==> src/rtl/regfile_write_arbiter_pkg.sv <==
// Shared constants for the register-file write arbiter: default widths and requester ids.
package regfile_write_arbiter_pkg;

  localparam int unsigned DEF_DATA_W = 32;
  localparam int unsigned DEF_IDX_W  = 5;
  localparam int unsigned DEF_DEPTH  = 2;
  localparam int unsigned NUM_REGS   = 32;

  localparam logic ROB_ID = 1'b0;
  localparam logic LSU_ID = 1'b1;

  // Round-robin: after a grant, favour the requester that was not granted.
  function automatic logic next_prio(input logic granted_id);
    return ~granted_id;
  endfunction

endpackage

==> src/rtl/regfile_write_queue.sv <==
// Per-requester write FIFO; exposes head entry plus every slot's index/valid
// so the top can build the pending-register mask.
module write_queue
  import regfile_write_arbiter_pkg::*;
#(
  parameter int unsigned DATA_W = DEF_DATA_W,
  parameter int unsigned IDX_W  = DEF_IDX_W,
  parameter int unsigned DEPTH  = DEF_DEPTH
) (
  input  logic                   clk,
  input  logic                   rst_n,
  input  logic                   i_push,
  input  logic [IDX_W-1:0]       i_idx,
  input  logic [DATA_W-1:0]      i_data,
  input  logic                   i_pop,
  output logic                   o_ready_c,
  output logic                   o_empty_c,
  output logic [IDX_W-1:0]       o_head_idx_c,
  output logic [DATA_W-1:0]      o_head_data_c,
  output logic [DEPTH*IDX_W-1:0] o_entry_idx_c,
  output logic [DEPTH-1:0]       o_entry_vld
);

  localparam int unsigned PTR_W = (DEPTH > 1) ? $clog2(DEPTH) : 1;
  localparam int unsigned CNT_W = $clog2(DEPTH + 1);

  logic [IDX_W-1:0]  r_idx  [DEPTH];
  logic [DATA_W-1:0] r_data [DEPTH];
  logic [PTR_W-1:0]  r_wr_ptr;
  logic [PTR_W-1:0]  r_rd_ptr;
  logic [CNT_W-1:0]  r_count;
  logic              w_push;
  logic              w_pop;

  function automatic logic [PTR_W-1:0] ptr_inc(input logic [PTR_W-1:0] ptr);
    return (ptr == PTR_W'(DEPTH - 1)) ? '0 : ptr + PTR_W'(1);
  endfunction

  // Ready depends only on registered occupancy, so a full queue never accepts.
  assign o_ready_c     = (r_count < CNT_W'(DEPTH));
  assign o_empty_c     = (r_count == '0);
  assign w_push        = i_push && o_ready_c;
  assign w_pop         = i_pop && !o_empty_c;
  assign o_head_idx_c  = r_idx[r_rd_ptr];
  assign o_head_data_c = r_data[r_rd_ptr];

  always_comb begin
    o_entry_idx_c = '0;
    for (int i = 0; i < int'(DEPTH); i++) begin
      o_entry_idx_c[i*IDX_W +: IDX_W] = r_idx[i];
    end
  end

  // Push and pop never touch the same slot: that needs count 0 or DEPTH,
  // where one of them is blocked.
  always_ff @(posedge clk or negedge rst_n) begin
    if (!rst_n) begin
      r_wr_ptr    <= '0;
      r_rd_ptr    <= '0;
      r_count     <= '0;
      o_entry_vld <= '0;
      for (int i = 0; i < int'(DEPTH); i++) begin
        r_idx[i]  <= '0;
        r_data[i] <= '0;
      end
    end else begin
      if (w_push) begin
        r_idx[r_wr_ptr]       <= i_idx;
        r_data[r_wr_ptr]      <= i_data;
        o_entry_vld[r_wr_ptr] <= 1'b1;
        r_wr_ptr              <= ptr_inc(r_wr_ptr);
      end
      if (w_pop) begin
        o_entry_vld[r_rd_ptr] <= 1'b0;
        r_rd_ptr              <= ptr_inc(r_rd_ptr);
      end
      case ({w_push, w_pop})
        2'b10:   r_count <= r_count + CNT_W'(1);
        2'b01:   r_count <= r_count - CNT_W'(1);
        default: r_count <= r_count;
      endcase
    end
  end

endmodule

==> src/rtl/regfile_write_arbiter.sv <==
// Merges ROB commit writes and LSU load writebacks into one register-file
// write port with round-robin arbitration and a pending-register mask.
module regfile_write_arbiter
  import regfile_write_arbiter_pkg::*;
#(
  parameter int unsigned DATA_W = DEF_DATA_W,
  parameter int unsigned IDX_W  = DEF_IDX_W,
  parameter int unsigned DEPTH  = DEF_DEPTH
) (
  input  logic                clk,
  input  logic                rst_n,
  input  logic                robValid,
  output logic                robReady,
  input  logic [IDX_W-1:0]    robIndex,
  input  logic [DATA_W-1:0]   robData,
  input  logic                lsuValid,
  output logic                lsuReady,
  input  logic [IDX_W-1:0]    lsuIndex,
  input  logic [DATA_W-1:0]   lsuData,
  output logic                wrEnable,
  output logic [IDX_W-1:0]    wrIndex,
  output logic [DATA_W-1:0]   wrData,
  output logic [NUM_REGS-1:0] pendingMask,
  output logic                grantLsu
);

  logic                   w_rob_empty;
  logic                   w_lsu_empty;
  logic [IDX_W-1:0]       w_rob_head_idx;
  logic [IDX_W-1:0]       w_lsu_head_idx;
  logic [DATA_W-1:0]      w_rob_head_data;
  logic [DATA_W-1:0]      w_lsu_head_data;
  logic [DEPTH*IDX_W-1:0] w_rob_entry_idx;
  logic [DEPTH*IDX_W-1:0] w_lsu_entry_idx;
  logic [DEPTH-1:0]       w_rob_entry_vld;
  logic [DEPTH-1:0]       w_lsu_entry_vld;
  logic                   w_any;
  logic                   w_grant_lsu;
  logic                   w_rob_pop;
  logic                   w_lsu_pop;
  logic [NUM_REGS-1:0]    w_pending;

  logic                   r_prio;
  logic                   r_wr_en;
  logic [IDX_W-1:0]       r_wr_idx;
  logic [DATA_W-1:0]      r_wr_data;
  logic                   r_grant_lsu;

  // Writes to x0 are handshaked but never enqueued.
  write_queue #(.DATA_W(DATA_W), .IDX_W(IDX_W), .DEPTH(DEPTH)) u_rob_q (
    .clk           (clk),
    .rst_n         (rst_n),
    .i_push        (robValid && (robIndex != '0)),
    .i_idx         (robIndex),
    .i_data        (robData),
    .i_pop         (w_rob_pop),
    .o_ready_c     (robReady),
    .o_empty_c     (w_rob_empty),
    .o_head_idx_c  (w_rob_head_idx),
    .o_head_data_c (w_rob_head_data),
    .o_entry_idx_c (w_rob_entry_idx),
    .o_entry_vld   (w_rob_entry_vld)
  );

  write_queue #(.DATA_W(DATA_W), .IDX_W(IDX_W), .DEPTH(DEPTH)) u_lsu_q (
    .clk           (clk),
    .rst_n         (rst_n),
    .i_push        (lsuValid && (lsuIndex != '0)),
    .i_idx         (lsuIndex),
    .i_data        (lsuData),
    .i_pop         (w_lsu_pop),
    .o_ready_c     (lsuReady),
    .o_empty_c     (w_lsu_empty),
    .o_head_idx_c  (w_lsu_head_idx),
    .o_head_data_c (w_lsu_head_data),
    .o_entry_idx_c (w_lsu_entry_idx),
    .o_entry_vld   (w_lsu_entry_vld)
  );

  // A lone non-empty queue wins regardless of the priority flag.
  assign w_any       = !w_rob_empty || !w_lsu_empty;
  assign w_grant_lsu = !w_lsu_empty && (w_rob_empty || (r_prio == LSU_ID));
  assign w_lsu_pop   = w_grant_lsu;
  assign w_rob_pop   = w_any && !w_grant_lsu;

  always_comb begin
    w_pending = '0;
    for (int i = 0; i < int'(DEPTH); i++) begin
      if (w_rob_entry_vld[i]) w_pending[w_rob_entry_idx[i*IDX_W +: IDX_W]] = 1'b1;
      if (w_lsu_entry_vld[i]) w_pending[w_lsu_entry_idx[i*IDX_W +: IDX_W]] = 1'b1;
    end
    w_pending[0] = 1'b0;
  end

  // Index/data/source hold their last values while idle.
  always_ff @(posedge clk or negedge rst_n) begin
    if (!rst_n) begin
      r_prio      <= ROB_ID;
      r_wr_en     <= 1'b0;
      r_wr_idx    <= '0;
      r_wr_data   <= '0;
      r_grant_lsu <= 1'b0;
    end else begin
      r_wr_en <= w_any;
      if (w_any) begin
        r_wr_idx    <= w_grant_lsu ? w_lsu_head_idx : w_rob_head_idx;
        r_wr_data   <= w_grant_lsu ? w_lsu_head_data : w_rob_head_data;
        r_grant_lsu <= w_grant_lsu;
        r_prio      <= next_prio(w_grant_lsu);
      end
    end
  end

  assign wrEnable    = r_wr_en;
  assign wrIndex     = r_wr_idx;
  assign wrData      = r_wr_data;
  assign grantLsu    = r_grant_lsu;
  assign pendingMask = w_pending;

endmodule

==> config.mk <==
export PLATFORM = sky130hd
export DESIGN_NAME = regfile_write_arbiter
export DESIGN_NICKNAME = d
export VERILOG_FILES = /design/src/rtl/regfile_write_arbiter_pkg.sv /design/src/rtl/regfile_write_queue.sv /design/src/rtl/regfile_write_arbiter.sv
export SDC_FILE = /design/constraint.sdc
export NUM_CORES = 1
export LEC_CHECK = 0
export BUFFER_PORTS_ARGS = -buffer_cell sky130_fd_sc_hd__clkbuf_2
export CAP_MARGIN = 20
export CORE_MARGIN = 8
export CORE_UTILIZATION = 50
export CTS_CLUSTER_SIZE = 16
export DETAILED_ROUTE_END_ITERATION = 10
export GPL_TIMING_DRIVEN = 1
export HOLD_SLACK_MARGIN = 0.12
export PLACE_DENSITY = 0.72
export SLEW_MARGIN = 10
export SYNTH_ARGS = -nofsm -noshare
export SYNTH_HDL_FRONTEND = slang
export SYNTH_SLANG_ARGS = --single-unit
==> constraint.sdc <==
create_clock -name clk -period 1.9 [get_ports clk]
set_input_delay 0.095 -clock clk [delete_from_list [all_inputs] [get_ports clk]]
set_output_delay 0.095 -clock clk [all_outputs]
set_load 0.01 [all_outputs]
# Word-level counts from Yosys, hierarchy flattened

Index checks and enable logic that the tools add are counted.

Add/subtract/negate cells: 8
Eq/ne operators: 4
Order comparisons: 24
Reductions and logical operators: 29
Multiplexer cells: 56
Bitwise logic cells: 14

Operators with widths:

| operator              | count |
|---|---|
| $mux W32              | 13 |
| $bwmux W64            | 2 |
| $or A32 B32 Y32       | 3 |
| $demux W32 S1         | 2 |
| $mux W5               | 9 |
| $lt A5 B6 Y1 const B  | 4 |
| $bwmux W10            | 2 |
| $demux W1 S5          | 4 |
| $ge A5 B1 Y1 const B  | 4 |
| $logic_and A1 B1 Y1   | 18 |
| $mux W1               | 12 |
| $demux W5 S1          | 2 |
| $reduce_bool A5 Y1    | 2 |
| $ge A2 B2 Y1 const B  | 4 |
| $lt A1 B2 Y1 const B  | 4 |
| $mux W2               | 4 |
| $not A1 Y2            | 4 |
| $pmux W2 S2           | 2 |
| $add A1 B1 Y1 const B | 4 |
| $add A2 B1 Y2 const B | 2 |
| $and A2 B2 Y2         | 2 |
| $demux W1 S1          | 4 |
| $eq A2 B1 Y1 const B  | 2 |
| $eq A2 B2 Y1 const B  | 2 |
| 11 further kinds      | 24 |

Register bits after elaboration: 200
Bits of input ports: 78
Output and inout port bits: 73
Word-level logic and storage cells: 156

# Depth between registers and ports, before layout

Word-level depth: 11
Gate-level depth with buffers: 8
Mapped depth without buffers: 7

# Hierarchy

A second synthesis with hierarchy kept.

Cell total of the unflattened synthesis: 725
Area, all modules: 10042.1 µm²

By module, submodules not included:

| module                | seq. area each (µm²) | area an instance (µm²) | cells each | times used |
|---|---|---|---|---|
| write_queue           | 2001.9               | 3618.5                 | 220        | 2 |
| regfile_write_arbiter | 1001.0               | 2805.2                 | 285        | 1 |

# Worst setup path before layout

OpenSTA, ideal clock, no wires.

Path kind: register -> register
Start: register u_rob_q.r_count[1]
End: register u_lsu_q.r_count[1]
Path buffers: 1
Data required time: 1820 ps
Clock period less this slack: 1708 ps
Arrival: 1628 ps
Stages on the path, launching flop included: 8
Library setup time: 80 ps
Setup slack: 192 ps
Cell sequence: dfrtp_1 o21bai_1 nand2_1 inv_1 clkbuf_1 ha_1 nor2_1 xnor2_1

Longest elaborated chain between the ends: 6
Elaborated cells between the ends (all ways): 8
Those cells by class: eq/ne: 2; mux: 1; reduce/logical: 5

RTL lines:

| element                                           | RTL line                    | RTL |
|---|---|---|
| from (decl)                                       | regfile_write_queue.sv:31   | `logic [CNT_W-1:0] r_count;` |
| from (signal assigned)                            | regfile_write_queue.sv:78   | `2'b10: r_count <= r_count + CNT_W'(1);` |
| from (signal assigned)                            | regfile_write_queue.sv:79   | `2'b01: r_count <= r_count - CNT_W'(1);` |
| from (signal assigned)                            | regfile_write_queue.sv:80   | `default: r_count <= r_count;` |
| $logic_not A2 Y1 (*)                              | regfile_write_queue.sv:41   | `assign o_empty_c = (r_count == '0);` |
| $logic_or A1 B1 Y1 (*)                            | regfile_write_arbiter.sv:82 | `assign w_grant_lsu = !w_lsu_empty && (w_rob_empty \|\| (r_prio == LSU_ID));` |
| $logic_and A1 B1 Y1 (*)                           | regfile_write_arbiter.sv:82 |  |
| via u_lsu_q.i_pop                                 | regfile_write_queue.sv:15   | `input logic i_pop,` |
| $logic_and A1 B1 Y1 (*)                           | regfile_write_queue.sv:43   | `assign w_pop = i_pop && !o_empty_c;` |
| $eq A2 B1 Y1 or $eq A2 B2 Y1 (tied branches)      | regfile_write_queue.sv:77   | `case ({w_push, w_pop})` |
| $pmux W2 S2 or $reduce_bool A2 Y1 (tied branches) | --                          |  |
| to (signal assigned)                              | regfile_write_queue.sv:78   |  |
| to (signal assigned)                              | regfile_write_queue.sv:79   |  |
| to (signal assigned)                              | regfile_write_queue.sv:80   |  |
| to (decl)                                         | regfile_write_queue.sv:31   |  |

Mark *: on every way through the listed nets, which the timed path passes. The rest lies on a longest branch.
A chain may end at the register's enable or synchronous reset.

# Worst setup path in the final report

Start: register u_lsu_q.r_idx, in the netlist u_lsu_q.o_entry_idx_c[5]
End: output pendingMask[10]

Longest elaborated chain between the ends: 6
Elaborated cells between the ends (all ways): 7
Those cells by class: order compare: 2; mux: 3; bitwise: 1; reduce/logical: 1

RTL lines:

| element                                                            | RTL line                    | RTL |
|---|---|---|
| from (decl)                                                        | regfile_write_queue.sv:27   | `logic [IDX_W-1:0] r_idx [DEPTH];` |
| from (signal, indexed assignment)                                  | regfile_write_queue.sv:68   | `r_idx[r_wr_ptr] <= i_idx;` |
| $lt A5 B6 Y1 (implied by the code) or $ge A5 B1 Y1 (tied branches) | regfile_write_arbiter.sv:90 | `if (w_lsu_entry_vld[i]) w_pending[w_lsu_entry_idx[i*IDX_W +: IDX_W]] = 1'b1;` |
| $logic_and A1 B1 Y1 (implied by the code)                          | regfile_write_arbiter.sv:90 |  |
| $mux W1 (implied by the code)                                      | regfile_write_arbiter.sv:90 |  |
| $demux W1 S5 (*)                                                   | regfile_write_arbiter.sv:90 |  |
| $or A32 B32 Y32 (no source line) (*)                               | --                          |  |
| $mux W32 (*)                                                       | regfile_write_arbiter.sv:90 |  |
| to (decl)                                                          | regfile_write_arbiter.sv:23 | `output logic [NUM_REGS-1:0] pendingMask,` |

Every way passes the cells marked *; elsewhere a longest branch is shown, timed or not.

==> flow_metrics.tcl <==
set metrics [dict create \
    hp-class "in2async" \
    die_h_microns 157 \
    post-route-drc-count 0 \
    dp_cells 1189 \
    grt_util_all_layers 0.230 \
    status "finished with violations" \
    synth-seq-area-share 0.505 \
    p_total_w 0.0233 \
    clkPwrFrac 0.153 \
    cp-end-kind "primary output" \
    combPwrFrac 0.499 \
    port_buffers 149 \
    crit_arrival_ns 1.94 \
    hold_viol_final 0 \
    syn_area_per_cell_sq_um 12.5 \
    ys_ff_latch 200 \
    syn_to_final_growth_pct 33.7 \
    maxSlewViolCount 0 \
    core_area_sq_mm 0.0195 \
    clk_pin_slew_worst_paths_ns 0.08 \
    hold_slack_ns 0.169 \
    r2r_cells 3 \
    utilization 0.681 \
    ys.flop_type "dfrtp_1" \
    initial_utilization 0.509 \
    synth_area_leaders "dfrtp_1 (50%), mux2_2 (9.9%), mux2i_1 (7.4%)" \
    cap_violations 0 \
    grt_pass1_vias 8074 \
    chipWidth_microns 157 \
    p_seq_frac 0.348 \
    p_sw_frac 0.382 \
    synth_top_cell_area_share 0.505 \
    vias_per_cell 5.86 \
    cts_buffers 17 \
    finalSetupViolCount 20 \
    vias 7824 \
    grt_first_pass_wirelength_microns 44000 \
    fmaxAchievable_mhz 492 \
    async_reset_ff_frac 1.00 \
    wl_per_cell_microns 21.2 \
    firstDrtPassIters 5 \
    antenna_found_initial 0 \
    p_switching_w 0.00892 \
    crit_path_start_kind "register" \
    path_max_fanout 5 \
    synth_edf_count 0 \
    worst_slack_ns -0.131 \
    violations "negative setup slack" \
    netlist_area_sq_mm 0.00992 \
    antennaDiodeCount 0 \
    worst-setup-path-type "reg2out" \
    gp_congestion 0.940 \
    finalCritPeriodShare 1.07 \
    num_rows 51 \
    grt_setup_unrepaired "true" \
    synth_top_area_cell "dfrtp_1" \
    internal_power_w 0.0144 \
    clk_latency_ns 0.44 \
    finalSetupTns_ns -1.09 \
    h-tree-depth 4 \
    hpwl_microns 19100 \
    grt_max_degree 63 \
    clockBufferDepth 2 \
    fin_crit_ns 2.03 \
    cellPowerDensity_mw_per_mm2 1760 \
    drive_gt1_frac 0.424 \
    die_area_sq_mm 0.0246 \
    skew_ns 0.0137 \
    ir_drop_mv 0.896 \
    drt_wl_total_microns 28300 \
    clockRootBuffer "clkbuf_16" \
    cts_sinks 200 \
    cts_tree "built" \
    syn_nets 875 \
    yosysUniqueCellTypes 51 \
    synth_warnings 0 \
    required_ns 1.80 \
    finalNonFillerCells 1336 \
    ant_nets 0 \
    synthCells 795 \
    num_io_pins 151 \
    nets 1138 \
    grt_overflow 0 \
    drt_iter0_drc 377 \
    leakage_nw 6.08 \
]
worst max-delay path, cell delays in order, from the launching register on:
cell	delay, ns
dfrtp_2	0.44
or4bb_4	0.59
o211ai_1	0.27
clkbuf_2	0.19
worst paths after layout:
path,to,slack (ns),from
max reg2reg,wrData[24],0.13,u_lsu_q.r_count[0]
min in group clk,u_lsu_q.o_entry_vld[1],0.33,lsuIndex[0]
min,u_rob_q.r_data[8],0.17,rst_n
min reg2reg,u_rob_q.r_data[57],0.49,u_rob_q.r_data[57]
max,pendingMask[10],-0.13,u_lsu_q.o_entry_idx_c[5]
max in group asynchronous,wrData[26],1.06,rst_n
cells in the mapped netlist, types with 4 or more instances:
| cell type | count |
|---|---|
| o221a_1 | 28 |
| o221ai_1 | 17 |
| nor2_1 | 13 |
| o22ai_1 | 8 |
| a22o_1 | 20 |
| a32oi_1 | 4 |
| buf_4 | 5 |
| nand4b_1 | 8 |
| and4b_1 | 5 |
| o211ai_1 | 5 |
| nand2b_1 | 10 |
| mux2_2 | 87 |
| nor4bb_1 | 7 |
| nor2b_1 | 10 |
| a22oi_1 | 20 |
| mux2i_1 | 73 |
| o221a_2 | 9 |
| nand2_1 | 47 |
| dfrtp_1 | 200 |
| clkbuf_1 | 38 |
| inv_1 | 11 |
| a221o_1 | 6 |
| o21ai_2 | 4 |
| mux2_1 | 41 |
| buf_1 | 6 |
| buf_6 | 17 |
| xnor2_1 | 10 |
| nand3_1 | 41 |
| buf_2 | 6 |
cell families (layout without fill, tap and decap cells):
logic type                 Yosys count  after routing  share of synthesized area
DFF                                200            200                      0.505
other                                1              1                   0.000378
adders and majority gates            2              2                    0.00252
buffers and inverters               83            359                     0.0469
muxes                              201            201                      0.219
AOI/OAI and AO/OA                  133            133                      0.121
xor gates and xnor gates            10             10                    0.00883
and+or+nand+nor                    165            165                     0.0962
power groups by stage:
stage	clock network, W	registers, W	logic [W]
3_5_place_dp	0	0.00809	0.0103
2_1_floorplan	0	0.00762	0.00731
6_report	0.00358	0.00813	0.0116
5_1_grt	0.00382	0.00838	0.0125
3_3_place_gp	0	0.00802	0.0100
4_1_cts	0.00367	0.00806	0.0110
per-stage QoR:
step	setup WS, ns	instance area [sq um]
6_report	-0.131	13300
5_1_grt	-0.218	13300
4_1_cts	-0.114	12900
3_5_place_dp	0.0792	11200
3_3_place_gp	0.118	11200
2_1_floorplan	0.192	9920
state kept, by name, indices dropped and copies added, names as in the netlist:
name,cells
u_lsu_q.r_data,64
u_rob_q.r_data,64
wrData,32
u_lsu_q.o_entry_idx_c,10
u_rob_q.o_entry_idx_c,10
wrIndex,5
u_lsu_q.o_entry_vld,2
u_lsu_q.r_count,2
u_rob_q.o_entry_vld,2
u_rob_q.r_count,2
grantLsu,1
r_prio,1
u_lsu_q.r_rd_ptr,1
u_lsu_q.r_wr_ptr,1
u_rob_q.r_rd_ptr,1
u_rob_q.r_wr_ptr,1
wrEnable,1
layer usage:
layer / part of all wire / up-vias / track usage
li1: - / 3536 / -
met1: 0.39 / 3944 / 0.272
met2: 0.53 / 284 / 0.409
met3: 0.053 / 60 / 0.0433
met4: 0.026 / 0 / 0.0856
met5: 0 / - / 0
cell type report:
class,count,area [sq um]
clock inverters,13,140
fillers,1403,6210
flip-flops and latches,200,5020
clock buffers,19,453
multi-input cells,512,4820
inverters,11,41.3
repair buffers,316,2450
well taps,265,332
cells in the final DEF, fill, tap and decap left out, types with 17 or more instances in the layout:
master         Yosys  routed
dfrtp_1          200     186
clkbuf_2           0     127
mux2_2            87      87
dlygate4sd3_1      0      77
mux2i_1           73      73
buf_4              5      60
nand2_1           47      43
nand3_1           41      41
mux2_1            41      41
o221a_1           28      28
a22o_1            20      20
buf_2              6      20
clkbuf_16          0      17
what timing repair did:
item / in CTS / in global routing
gates cloned: 0 / 2
hold endpoints to repair: 350 / 4
setup endpoints to repair: 30 / 65
resized for setup: 53 / 66
pin swaps: 10 / 31
hold buffers: 77 / 2
setup buffers: 15 / 22
Power figures use the tool's default switching activity.
